$ cat config.mk
export PLATFORM = sky130hd
export DESIGN_NAME = bt656_rx
export DESIGN_NICKNAME = d
export VERILOG_FILES = /design/src/rtl/bt656_rx.sv
export SDC_FILE = /design/constraint.sdc
export NUM_CORES = 1
export LEC_CHECK = 0
export ABC_CLOCK_PERIOD_IN_PS = 2200
export CORE_ASPECT_RATIO = 0.6
export CORE_MARGIN = 1
export CORE_UTILIZATION = 54
export DETAILED_ROUTE_END_ITERATION = 12
export HOLD_SLACK_MARGIN = 0.15
export PLACE_DENSITY = 0.79
export RECOVER_POWER = 50
export SYNTH_ARGS = -nofsm -noshare
export SYNTH_HDL_FRONTEND = slang
export SYNTH_SLANG_ARGS = --single-unit
$ cat constraint.sdc
create_clock -name i_SysClock -period 2.2 [get_ports i_SysClock]
set_input_delay 0.44 -clock i_SysClock [delete_from_list [all_inputs] [get_ports i_SysClock]]
set_output_delay 0.44 -clock i_SysClock [all_outputs]
set_load 0.01 [all_outputs]
$ cat src/rtl/bt656_rx.sv
// bt656_rx: BT.656 byte-stream decoder recovering F/V/H, 4:2:2 pixels and line/pixel position.
// Define BT656_RX_ERRCHK_EN to reject XY codes whose bit7/protection bits are inconsistent.
module bt656_rx #(
  parameter int HACT_BYTES = 1440,
  parameter int LINE_W     = 10,
  parameter int PIX_W      = $clog2(HACT_BYTES/2)
) (
  input  logic              i_SysClock,
  input  logic              i_Reset,
  input  logic              i_DataValid,
  input  logic [7:0]        i_Data,
  output logic [7:0]        o_Y,
  output logic [7:0]        o_C,
  output logic              o_CbNCr,
  output logic              o_PixValid,
  output logic [PIX_W-1:0]  o_PixelCount,
  output logic [LINE_W-1:0] o_LineCount,
  output logic              o_Fsignal,
  output logic              o_Vsignal,
  output logic              o_Hsignal,
  output logic              o_LineStart,
  output logic              o_FieldStart,
  output logic              o_SyncErr,
  output logic              o_LenErr
);
  localparam logic [2:0] SEARCH = 3'd0, PRE1 = 3'd1, PRE2 = 3'd2, PRE3 = 3'd3, ACTIVE = 3'd4;
  localparam int BC_W = $clog2(HACT_BYTES + 2);
  localparam logic [BC_W-1:0] HB  = BC_W'(HACT_BYTES);
  localparam logic [BC_W-1:0] HB1 = BC_W'(HACT_BYTES + 1);
  logic              dv_q;
  logic [7:0]        d_q;
  logic [2:0]        st_q, st_d;
  logic [1:0]        ph_q, ph_d;
  logic [BC_W-1:0]   bc_q, bc_d;
  logic [PIX_W-1:0]  pix_q, pix_d, pc_q, pc_d;
  logic              in_line_q, in_line_d;
  logic [7:0]        cl_q, cl_d, y_q, y_d, c_q, c_d;
  logic              cbncr_q, cbncr_d, pv_q, pv_d;
  logic [LINE_W-1:0] line_q, line_d;
  logic              f_q, f_d, v_q, v_d, h_q, h_d;
  logic              ls_q, ls_d, fs_q, fs_d, se_q, se_d, le_q, le_d;
  logic              ff, zz, xf, xv, xh, xy_ok;
  assign ff = d_q == 8'hFF;
  assign zz = d_q == 8'h00;
  assign {xf, xv, xh} = d_q[6:4];
`ifdef BT656_RX_ERRCHK_EN
  assign xy_ok = d_q[7] && d_q[3:0] == {xv ^ xh, xf ^ xh, xf ^ xv, xf ^ xv ^ xh};
`else
  assign xy_ok = 1'b1;
`endif
  always_comb begin
    st_d = st_q;
    ph_d = ph_q;
    bc_d = bc_q;
    pix_d = pix_q;
    pc_d = pc_q;
    in_line_d = in_line_q;
    cl_d = cl_q;
    y_d = y_q;
    c_d = c_q;
    cbncr_d = cbncr_q;
    line_d = line_q;
    f_d = f_q;
    v_d = v_q;
    h_d = h_q;
    pv_d = 1'b0;
    ls_d = 1'b0;
    fs_d = 1'b0;
    se_d = 1'b0;
    le_d = 1'b0;
    if (dv_q) begin
      case (st_q)
        PRE1: begin
          st_d = zz ? PRE2 : ff ? PRE1 : SEARCH;
          se_d = !zz && !ff;
        end
        PRE2: begin
          st_d = zz ? PRE3 : SEARCH;
          se_d = !zz;
        end
        PRE3: begin
          st_d = SEARCH;
          se_d = !xy_ok;
          if (xy_ok) begin
            {f_d, v_d, h_d} = {xf, xv, xh};
            if (xh) begin
              fs_d = xf != f_q;
              line_d = fs_d ? '0 : line_q + 1'b1;
              le_d = in_line_q && bc_q != HB;
            end else if (!xv) begin
              st_d = ACTIVE;
              ph_d = 2'd0;
              bc_d = '0;
              pix_d = '0;
              ls_d = 1'b1;
              in_line_d = 1'b1;
            end
          end
        end
        ACTIVE: begin
          st_d = ff ? PRE1 : ACTIVE;
          if (!ff) begin
            ph_d = ph_q + 2'd1;
            bc_d = bc_q == HB1 ? bc_q : bc_q + 1'b1;
            cl_d = ph_q[0] ? cl_q : d_q;
            // odd phases carry luma; pair it with whichever chroma was latched just before
            if (ph_q[0]) begin
              y_d = d_q;
              c_d = cl_q;
              cbncr_d = !ph_q[1];
              pc_d = pix_q;
              pix_d = pix_q + 1'b1;
              pv_d = 1'b1;
            end
          end
        end
        default: st_d = ff ? PRE1 : SEARCH;
      endcase
      if (st_d == SEARCH) in_line_d = 1'b0;
    end
  end
  always_ff @(posedge i_SysClock) begin
    if (i_Reset) begin
      dv_q <= 1'b0;
      d_q <= 8'h00;
      st_q <= SEARCH;
      ph_q <= 2'd0;
      bc_q <= '0;
      pix_q <= '0;
      pc_q <= '0;
      in_line_q <= 1'b0;
      cl_q <= 8'h00;
      y_q <= 8'h00;
      c_q <= 8'h00;
      cbncr_q <= 1'b1;
      pv_q <= 1'b0;
      line_q <= '0;
      f_q <= 1'b0;
      v_q <= 1'b1;
      h_q <= 1'b1;
      ls_q <= 1'b0;
      fs_q <= 1'b0;
      se_q <= 1'b0;
      le_q <= 1'b0;
    end else begin
      dv_q <= i_DataValid;
      d_q <= i_Data;
      st_q <= st_d;
      ph_q <= ph_d;
      bc_q <= bc_d;
      pix_q <= pix_d;
      pc_q <= pc_d;
      in_line_q <= in_line_d;
      cl_q <= cl_d;
      y_q <= y_d;
      c_q <= c_d;
      cbncr_q <= cbncr_d;
      pv_q <= pv_d;
      line_q <= line_d;
      f_q <= f_d;
      v_q <= v_d;
      h_q <= h_d;
      ls_q <= ls_d;
      fs_q <= fs_d;
      se_q <= se_d;
      le_q <= le_d;
    end
  end
  assign o_Y = y_q;
  assign o_C = c_q;
  assign o_CbNCr = cbncr_q;
  assign o_PixValid = pv_q;
  assign o_PixelCount = pc_q;
  assign o_LineCount = line_q;
  assign o_Fsignal = f_q;
  assign o_Vsignal = v_q;
  assign o_Hsignal = h_q;
  assign o_LineStart = ls_q;
  assign o_FieldStart = fs_q;
  assign o_SyncErr = se_q;
  assign o_LenErr = le_q;
endmodule

Word-level counts from Yosys, hierarchy flattened. Cells that the tools add are included.

Add/subtract/negate cells: 4. Equality and inequality tests: 15. Muxes and demuxes: 30. Bitwise logic cells: 6. Reduce and logical (&&, ||, !) cells: 21.

Operators by type and width (count): $mux W10 (5); $mux W11 (4); $pmux W11 S2 (1); $add A10 B1 Y10 const B (2); $pmux W10 S2 (1); $mux W3 (5); $pmux W3 S4 (1); $reduce_and A4 Y1 (3); $reduce_and A6 Y1 (2); $reduce_or A4 Y1 (3); $add A11 B1 Y11 const B (1); $eq A11 B11 Y1 const B (1); $ne A11 B11 Y1 const B (1); $ne A2 B2 Y1 const B (5); $eq A8 B8 Y1 const B (1); $logic_not A8 Y1 (1); $mux W2 (4); $mux W1 (7); $eq A3 B2 Y1 const B (2); $not A1 Y1 (6); $reduce_and A5 Y1 (1); $ne A2 B1 Y1 const B (2); $pmux W2 S2 (1); $reduce_bool A2 Y1 (2); other kinds (11) (14).

Register bits: 89. Bits of input ports: 11. Output and inout bits: 45. Word-level logic and storage cells: 97.

Longest topological paths before layout.
Depth in word-level cells: 8. Gate-level depth with buffers: 8. Depth with buffers taken out: 6.

Worst setup path after synthesis. Ideal clock, no wire load.

Path type: register to register. Start point: register st_q[2]. End point: register bc_q[0]. Library setup time: 0.123 ns. Arrival time: 1.447 ns. Data required time: 2.077 ns. Setup slack: 0.630 ns. Cell stages (with the launch flop): 8. Path buffers: 3. Period minus slack after synthesis: 1.570 ns. Cells stage by stage: dfxtp_1 -> buf_6 -> and4b_1 -> buf_4 -> nand2_2 -> buf_6 -> a21oi_1 -> mux2_1.

Word-level cells in the longest chain between the ends: 3. Elaborated cells between the ends (all ways): 9. Classes of those cells: eq/ne: 6; mux: 1; reduce/logical: 2.

Ends and longest elaborated chain: from (decl) (RTL line 32) `logic [2:0] st_q, st_d;`; from (signal assigned) (RTL line 148) `st_q <= st_d;`; $eq A3 B3 Y1 / $eq A3 B2 Y1 (equally long branches) (RTL line 72) `case (st_q)`; $ne A2 B2 Y1 (no source line) / $reduce_bool A2 Y1 (equally long branches); $reduce_and A6 Y1 (no source line); to (signal assigned) (RTL line 128) `bc_q <= '0;`; to (signal assigned) (RTL line 150) `bc_q <= bc_d;`; to (decl) (RTL line 34) `logic [BC_W-1:0] bc_q, bc_d;`.

Several ways; a longest one is shown, not always the timed one. A chain may end at the register's enable or synchronous reset.

Worst setup path in the final report.
Start point: register d_q[4]. End point: register c_q[1] (netlist: o_C[1]).

Word-level cells in the longest chain between the ends: 3.

Ends and longest elaborated chain: from (decl) (RTL line 31) `logic [7:0] d_q;`; from (signal assigned) (RTL line 147) `d_q <= i_Data;`; $eq A8 B8 Y1 (RTL line 43) `assign ff = d_q == 8'hFF;`; $not A1 Y1 (no source line); $reduce_and A4 Y1 (no source line); to (signal assigned) (RTL line 134) `c_q <= 8'h00;`; to (signal assigned) (RTL line 156) `c_q <= c_d;`; to (decl) (RTL line 37) `logic [7:0] cl_q, cl_d, y_q, y_d, c_q, c_d;`.

Every way passes these cells.

==> results.ini <==
[outcome]
status = finished clean

[yosys]
postSynth.asyncResetShare_pct = 0
synth-edff-count = 0
syn_nets = 437
synthFlopType = dfxtp_1
avgSynthCellArea_um2 = 9.45
synth_cell_type_count = 56
synthesis.area_mm2 = 0.00398
synthCells = 421
yosysSeqAreaShare_pct = 44.8
yosysWarnings = 0
ys_seq_elements = 89

[route]
routed_wirelength_mm = 9.23
first_pass_iters = 5
avgRoutedWirePerCell_um = 16.4
route.detailed.drc = 0
dr_wl_met2_mm = 3.92
drtIter0Drc = 251
antenna_left = 0
topRoutingLayerUsed = met4
met1_length_mm = 4.57
wl_met3_um = 657
vias_per_cell = 6.02
vias = 3389

[final_layout]
final_cell_mix = dfxtp_1 (89), dlygate4sd3_1 (43), nor2_1 (42)
drive_above_1_share_pct = 9.03
fill_cells = 546
mostFrequentLayoutCell = dfxtp_1
area_growth_pct = 21.4
final_util_pct = 69.9
regArea_mm2 = 0.00178
n_antenna_cell = 0
multiInputGateArea_mm2 = 0.00197
fin_nets = 487

[cts]
cts_setup_buffers = 0
clkLatencyLatePin_ns = 0.34
cts_root_buf = clkbuf_16
cts_buffers = 9
cts_tree = built
cts_resized = 0
htreeDepth = 3
cts.path.max_buffers = 2
hold_buffers = 0
cts.sinks = 89
path_clk_slew_ns = 0.06

[placed_design]
hpwlAfterDp_mm = 6.32
place_congestion = 0.838
portBuffers = 55

[setup_path]
critPathArrivalTime_ns = 2.16
crit_path_end_kind = register
reg2reg_setup_slack_ns = 0.24
cp_max_fo = 28
critPathSlowestCell = dfxtp_1
crit_type = reg2reg
worstSetupStartpointType = register
crit_buf_inv = 1
crit_chain = nand4_4 -> o211ai_2 -> clkbuf_4 -> mux2i_1 -> nor2_1
crit_required_ns = 2.40
crit_path_max_incr_delay_ns = 0.62
crit_family = flip-flops

[sta]
tns_ns = 0
setup_viol = 0
worst_pin_slew_ns = 0.904
clock.fmax_mhz = 511
rsz0062_at_grt = false
skew_ns = 0.00728
fin_crit_ns = 1.96
finalMaxSlewViolations = 0
fin_crit_sh_pct = 89.0
hold_violations = 0
max_slew_margin_pct = 39.7

[floorplanning]
die_y_um = 68.5
io_pins = 56
rows = 23
initial_utilization_pct = 57.6
fp.coreArea_mm2 = 0.00691
dieArea_mm2 = 0.00772
dieWidth_um = 113

[worst_hold_path]
hp-class = reg2reg

[power_and_ir_drop]
power_mw = 3.16
p_leak_nw = 1.99
p_per_area_mw_per_mm2 = 654
vdd_ir_drop_max_v = 0.000355

[grt]
grtUsageTotal_pct = 25.8
grt_pass1_vias = 3082
grt_start_max_net_pins = 29
gr-total-overflow = 0
grt_pass1_wl_mm = 15.2
antenna_found_initial = 0

[flow_run]
cap_violations = 0

[logic make-up after synthesis]
family	synth area share [%]
compound gates	16.5
xor+xnor	2.20
fa+ha+maj	1.57
buf+inv	5.50
flops	44.8
mux	6.57
simple gates	22.9
[cells in the mapped netlist (8+ instances only)]
library cell | n | area [µm²]
nor2b_1 | 9 | 56.3
o2111ai_1 | 13 | 114
a21oi_1 | 25 | 125
nand3_1 | 23 | 115
buf_2 | 10 | 50.1
nor2_1 | 42 | 158
nand4_1 | 13 | 81.3
nand2_1 | 41 | 154
a2111o_1 | 16 | 180
mux2i_1 | 25 | 250
inv_1 | 8 | 30.0
dfxtp_1 | 89 | 1780
[metrics by stage]
step	hold slack (ns)	cell area (µm²)	std cells	worst slack [ns]
after detailed placement	0.440	4580	547	0.265
after global routing	0.464	4830	563	0.0846
after global placement	0.438	4580	547	0.315
after CTS	0.452	4860	563	0.244
after floorplan	0.422	3980	421	0.630
final	0.448	4830	563	0.241
[final timing paths]
| path | startpoint | end | cells after the start |
|---|---|---|---|
| worst max register to register | d_q[4]$_SDFF_PP0_ | o_C[1]$_SDFFE_PP0P_ | 5 |
| worst min register to register | cl_q[2]$_SDFFE_PP0P_ | cl_q[2]$_SDFFE_PP0P_ | 2 |
| worst min-delay path | cl_q[2]$_SDFFE_PP0P_ | cl_q[2]$_SDFFE_PP0P_ | 2 |
| worst max-delay path | d_q[4]$_SDFF_PP0_ | o_C[1]$_SDFFE_PP0P_ | 5 |
[registers in the layout, indices dropped and copies added, names as in the netlist, 2 cells and up]
signal        count
bc_q             11
cl_q              8
d_q               8
o_C               8
o_LineCount      10
o_PixelCount     10
o_Y               8
ph_q              2
pix_q            10
st_q              3
[layer usage]
layer	vias to the layer above	global-route usage, %
met5	-	0
met4	0	7.33
met3	8	8.24
met2	120	39.0
met1	1608	35.3
li1	1653	-
[cell type report]
cell class              instances  share of cell area, %
inverters                       9                  0.700
well taps                      87                   2.26
clock buffers                   9                   4.67
clock inverters                 7                   1.11
multi-input cells             293                   40.8
repair buffers                 69                   13.6
flip-flops and latches         89                   36.9
[worst register-to-register path, cell delays in order (launching register included)]
cell      delay [ns]
dfxtp_1         0.62
nand4_4         0.23
o211ai_2        0.21
clkbuf_4        0.44
mux2i_1         0.27
nor2_1          0.06
[power by group]
part           internal (mW)  leakage, nW  total [mW]  switching [mW]
clock                  0.776        0.134        1.43           0.652
sequential              1.62        0.719        1.64          0.0195
combinational         0.0353         1.14      0.0888          0.0535
Note: power is estimated with default switching activity, not from simulation.
